File: config.mk
export PLATFORM = sky130hd
export DESIGN_NAME = rx_node
export DESIGN_NICKNAME = d
export VERILOG_FILES = /design/src/rtl/rx_node.sv
export SDC_FILE = /design/constraint.sdc
export NUM_CORES = 1
export LEC_CHECK = 0
export BUFFER_PORTS_ARGS = -buffer_cell sky130_fd_sc_hd__buf_2
export CAP_MARGIN = 40
export CORE_MARGIN = 2
export CORE_UTILIZATION = 40
export CTS_CLUSTER_DIAMETER = 80
export DETAILED_ROUTE_END_ITERATION = 10
export PLACE_DENSITY = 0.62
export SETUP_SLACK_MARGIN = 0.15
export SYNTH_ARGS = -nofsm -noshare
export SYNTH_HDL_FRONTEND = slang
export SYNTH_SLANG_ARGS = --single-unit
File: constraint.sdc
create_clock -name clk -period 4.01 [get_ports clk]
set_input_delay 0 -clock clk [delete_from_list [all_inputs] [get_ports clk]]
set_output_delay 0 -clock clk [all_outputs]
set_load 0.005 [all_outputs]
File: src/rtl/rx_node.sv
// rtl/rx_node.sv - dual-rail four-phase receiver that decodes and routes a payload to one of two children
//
// Purpose: synchronizes a dual-rail four-phase codeword from an upstream TX
// node, decodes it into an N-bit binary payload plus a one-bit route, holds it
// in a single output register, and acknowledges upstream with in_a.
//
// Ports:
//   clk, rst              - clock and asynchronous active-high reset
//   in_d[2*(N+1)-1:0]     - dual-rail codeword (N data pairs + route pair at top)
//   in_a                  - registered four-phase acknowledge to upstream
//   out0_data/valid/ready - payload handshake towards child 0
//   out1_data/valid/ready - payload handshake towards child 1
//   err                   - sticky flag, set when any pair reads 11
module rx_node #(
  parameter int N = 16
) (
  input  logic               clk,
  input  logic               rst,
  input  logic [2*(N+1)-1:0] in_d,
  output logic               in_a,
  output logic [N-1:0]       out0_data,
  output logic               out0_valid,
  input  logic               out0_ready,
  output logic [N-1:0]       out1_data,
  output logic               out1_valid,
  input  logic               out1_ready,
  output logic               err
);

  localparam int W = 2 * (N + 1);

  typedef enum logic [1:0] {
    IDLE = 2'd0,
    ACK  = 2'd1,
    ERR  = 2'd2
  } state_t;

  logic [W-1:0] s1_q, s2_q;
  state_t       state_q, state_d;
  logic         in_a_q, in_a_d;
  logic         full_q, full_d;
  logic         route_q, route_d;
  logic [N-1:0] payload_q, payload_d;
  logic         err_q, err_d;

  logic         complete, illegal, spacer, xfer;
  logic [N-1:0] cw_payload;
  logic [1:0]   pair;

  // Codeword classification, taken from the second synchronizer stage only.
  always_comb begin
    complete   = 1'b1;
    illegal    = 1'b0;
    pair       = 2'b00;
    cw_payload = '0;
    for (int i = 0; i <= N; i++) begin
      pair = s2_q[2*i +: 2];
      if (pair == 2'b00) complete = 1'b0;
      if (pair == 2'b11) illegal  = 1'b1;
    end
    for (int i = 0; i < N; i++) begin
      // 10 means bit = 1, 01 means bit = 0; the upper rail carries the value.
      cw_payload[i] = s2_q[2*i+1];
    end
    complete = complete & ~illegal;
    spacer   = (s2_q == '0);
  end

  // A transfer drains the register at this edge; route 1 selects child 1.
  assign xfer = full_q & (route_q ? out1_ready : out0_ready);

  always_comb begin
    state_d   = state_q;
    in_a_d    = in_a_q;
    full_d    = full_q;
    route_d   = route_q;
    payload_d = payload_q;
    err_d     = err_q;

    if (xfer) full_d = 1'b0;

    if (illegal) begin
      state_d = ERR;
      err_d   = 1'b1;
      in_a_d  = 1'b0;
    end else begin
      case (state_q)
        IDLE: begin
          // Capture may share the edge with a transfer of the old payload.
          if (complete && (!full_q || xfer)) begin
            payload_d = cw_payload;
            route_d   = s2_q[2*N+1];
            full_d    = 1'b1;
            in_a_d    = 1'b1;
            state_d   = ACK;
          end
        end
        ACK: begin
          if (spacer) begin
            in_a_d  = 1'b0;
            state_d = IDLE;
          end
        end
        default: begin
          // ERR holds until reset; any remaining payload still drains above.
          in_a_d  = 1'b0;
          state_d = ERR;
        end
      endcase
    end
  end

  always_ff @(posedge clk or posedge rst) begin
    if (rst) begin
      s1_q      <= '0;
      s2_q      <= '0;
      state_q   <= IDLE;
      in_a_q    <= 1'b0;
      full_q    <= 1'b0;
      route_q   <= 1'b0;
      payload_q <= '0;
      err_q     <= 1'b0;
    end else begin
      s1_q      <= in_d;
      s2_q      <= s1_q;
      state_q   <= state_d;
      in_a_q    <= in_a_d;
      full_q    <= full_d;
      route_q   <= route_d;
      payload_q <= payload_d;
      err_q     <= err_d;
    end
  end

  assign in_a       = in_a_q;
  assign err        = err_q;
  assign out0_data  = payload_q;
  assign out1_data  = payload_q;
  assign out0_valid = full_q & ~route_q;
  assign out1_valid = full_q & route_q;

endmodule

==> results <==
- The endpoint required time on the critical path is 4250 ps.
- The critical path is of the reg -> reg type.
- VDD sags by at most 0.190 mV.
- STA classifies the critical path endpoint as a flop.
- The pin slew with the least headroom to its limit is 449 ps.
- Detailed routing inserted a total of 1679 vias.
- The initialized floorplan defines 31 standard-cell rows.
- Synthesis handed over a netlist of 173 instances.
- The number of hold-slack violations in the final timing report is 0.
- For this run, the number of Yosys warnings is 0.
- The share of total power dissipated in the clock network is 39.5%.
- The post-layout worst setup margin is 1530 ps.
- The net count after synthesis is 211.
- The flow ran to the end, and the final reports show no timing, DRC or antenna violations.
- In this run the count of I/O pins placed on the die edge is 74.
- The total number of clock tree sinks is 89.
- After detailed routing, the average wire length per cell comes to 13.6 µm.
- The die boundary width is 89.4 µm.
- Sorting the synthesized cells by area gives the leading types as dfrtp_1 (76%), mux2_4 (4.6%), buf_4 (4.1%), mux2_2 (3.1%), a22oi_1 (1.8%).
- Setup repair after global routing left no endpoint under its margin.
- Internal power comes to 1350 µW.
- Headroom to the max-slew limit came out at 70.1%.
- Of all nets on the critical path, the largest fanout is 10.
- The proportion of power drawn by combinational gates is 4.7%.
- The post-synthesis instance area is 0.00292 mm².
- After detailed placement, the total cell area comes to 0.00330 mm².
- After clock tree synthesis, the clock-pin slew on the worst setup and hold paths is 90 ps.
- The die area is 0.00799 mm².
- Synthesis inferred 89 register bits.
- In the synthesized netlist, mux cells make up 8.07% of the area.
- The routed design has 5230 µm of wire.
- For this configuration, the core starts out at a cell density of 40.9%.
- The detailed-route vias per instance is 4.38.
- The CTS tree is built.
- The first routing iteration left 105 violations.
- Summing the areas of all xor and xnor instances in the mapped netlist gives 0% of the synthesized area.
- The top cell type by area accounts for 76.4% of the synthesized area.
- Setup total negative slack on the finished layout was measured at 0 ps.
- The final layout net count is 317.
- The largest area contributor in the netlist is dfrtp_1.
- The worst-path cell with the longest stage delay is and4_1.
- Entering global routing, the biggest net connects 38 pins.
- The shortest period the worst path allows is 2480 ps.
- The number of inserted diodes is 0.
- The quantity of I/O buffers inserted on ports is 73.
- In this run the power spent charging and discharging nets is 358 µW.
- In the finished design, the share of the clock period the worst path needs comes to 61.9%.
- The most numerous cell in the Yosys netlist is dfrtp_1.
- For the worst setup path, the data arrival time is 2720 ps.
- Net switching is 20.9% of the power.
- In this run the vertical extent of the chip is 89.4 µm.
- Once detail routing completed, the nets flagged for antenna violations numbered 0.
- No sink is reached through more buffers than the 2 on the longest clock path.
- The tightest min-delay check is of the in -> async type.
- The fmax is 403 MHz.
- After Yosys synthesis, and, or, nand and nor cells account for 5.83% of the synthesized area.
- Routability-driven placement finished with a final weighted congestion of 0.827.
- Walking the worst path, the cells encountered are a222oi_1 > nand2b_1 > nor4_1 > and4_1 > buf_8 > mux2_2.
- The residual DRC count is 0.
- The dominant combinational cell family by area after synthesis is multiplexers.
- The synthesis-to-finish area growth is 33.6%.
- The residual overflow from global routing is 0.
- The H-tree generated during clock tree synthesis spans 3 levels.
- The max-capacitance violation count is 0.
- The fraction of layout instances using a drive strength above 1 is 38.7%.
- The power density relative to cell area is 439 mW/mm².
- The number of antenna violations at the first check in global routing is 0.
- Before CTS, the worst setup slack after placement is 1560 ps.
- For flop-to-flop paths, the worst setup slack is 1530 ps.
- The clock insertion delay at the later pin of the skew report is 350 ps.
- The most frequently used flop master after synthesis is dfrtp_1.
- The region available for standard cell placement spans 0.00714 mm².
- The quantity of gates resized following cts is 0.
- The number of pins exceeding their max-slew limit in the final report came to 0.
- The tree is rooted in a clkbuf_8.
- The first global-routing pass estimated 8320 µm of wire.
- The static leakage power is 0.00189 µW.
- Sequential elements use 76.4% of the synthesized area.
- The post-route cell area is 0.00390 mm².
- Detailed placement ended at an HPWL of 3550 µm.
- The global-route total usage across every layer is 14.5%.
- Overall power consumption after layout is estimated at 1710 µW.
- The compound-cell area share of the yosys netlist is 4.29%.
- Yosys mapped the design onto 25 distinct sky130hd cell types.
- After synthesis, the most frequently instantiated cells are dfrtp_1 (89), buf_4 (16), mux2_4 (9).
- The number of synthesized flops with an enable pin is 0.
- Setup violations remaining at the end of the flow were counted as 0.
- The category of the worst setup path launch point is a flop.
- The largest stage delay on the critical path is 560 ps.
- The number of clock buffers inserted by TritonCTS is 9.
- The setup skew after layout is 8.34 ps.
- The sequential share of power is 55.8%.
- The number of global-route vias before repair is 1657.
- The detailed-routing iteration count for the pre-antenna-repair pass is 4.
- In the synthesized netlist the async set-or-reset flop fraction comes to 100%.
- Dividing the synthesized area by the synthesized cell count gives 16.9 µm².
- The fraction of the mapped netlist area in adder cells is 0%.
-- state kept, by name (all words and copies together), names as in the netlist --
signal / count
s1_q: 34
s2_q: 34
out0_data: 16
full_q: 1
route_q: 1
in_a: 1
state_q: 1
err: 1
-- per-layer routing --
layer | up-vias | wire (µm) | track usage [%]
met2 | 50 | 2570 | 22.5
li1 | 812 | - | -
met5 | - | 0 | 0
met1 | 805 | 2320 | 19.0
met3 | 12 | 221 | 3.32
met4 | 0 | 118 | 8.14
-- logic make-up after synthesis --
group                  Yosys count
DFF                             89
AOI/OAI and AO/OA               18
and+or+nand+nor                 28
muxes                           18
buffers and inverters           20
-- metrics by stage --
stage	hold slack (ps)	util, %	instances
after floorplan	31.4	-	173
after global placement	108	45.7	328
after detailed placement	-1.71	46.2	330
after CTS	152	54.6	383
after global routing	204	54.6	383
final	165	54.6	383
-- power groups by stage --
stage	Combinational [µW]	Clock, µW	Sequential [µW]
floorplan	27.0	0	964
global placement	52.1	0	973
detailed placement	54.3	0	973
CTS	82.0	696	955
global route	91.0	731	959
finish	80.4	675	955
-- worst max-delay path: cells and delay by family, from the launching register on --
family,cells,cell delay [ps]
multiplexers,1,340
buffers and inverters,1,220
AO/OA/AOI/OAI,1,390
AND/OR/NAND/NOR,3,1010
flip-flops,1,420
-- final timing paths --
| kind | to | cells after the start | from |
|---|---|---|---|
| max | route_q$_DFFE_PP0P_ | 6 | s2_q[17]$_DFF_PP0_ |
| min | s1_q[0]$_DFF_PP0_ | 3 | rst |
| max reg2reg | route_q$_DFFE_PP0P_ | 6 | s2_q[17]$_DFF_PP0_ |
| min reg2reg | s2_q[11]$_DFF_PP0_ | 0 | s1_q[11]$_DFF_PP0_ |
| max in group asynchronous | s1_q[9]$_DFF_PP0_ | 4 | rst |
| min in group clk | s1_q[18]$_DFF_PP0_ | 2 | in_d[18] |
-- cell type report --
| cell class | instances | area (µm²) |
|---|---|---|
| multi-input cells | 64 | 531 |
| fillers | 623 | 3240 |
| inverters | 2 | 8.76 |
| flip-flops and latches | 89 | 2230 |
| clock inverters | 5 | 86.3 |
| repair buffers | 113 | 778 |
| clock buffers | 11 | 141 |
| well taps | 99 | 124 |
-- cell usage in the layout (no fill, tap or decap) --
cell / synthesis / final
clkbuf_1: 0 / 1
nand2b_1: 2 / 2
nor2b_1: 1 / 1
inv_6: 0 / 2
nor4b_1: 1 / 1
nor3_2: 1 / 1
or4_1: 3 / 3
mux2_4: 9 / 9
dlygate4sd3_1: 0 / 37
clkbuf_8: 0 / 10
o21bai_1: 1 / 1
a222oi_1: 1 / 1
inv_1: 2 / 1
mux2i_1: 1 / 1
buf_2: 0 / 73
buf_4: 16 / 1
and2_1: 1 / 1
o22ai_1: 8 / 8
buf_12: 1 / 1
clkinv_4: 0 / 1
o21ai_0: 1 / 1
bufinv_16: 0 / 2
a22oi_1: 7 / 7
mux2_2: 8 / 8
nand4_1: 2 / 2
dfrtp_1: 89 / 89
nor4_1: 8 / 8
nand2_1: 4 / 4
and4_1: 1 / 1
clkinv_2: 0 / 1
buf_8: 0 / 1
nand3_1: 2 / 2
nor2_1: 2 / 2
-- timing repair --
item | CTS | global route
buffers inserted | 0 | 0
hold buffers | 37 | 0
endpoints found under the hold margin | 93 | 0
Power figures use the tool's default switching activity.
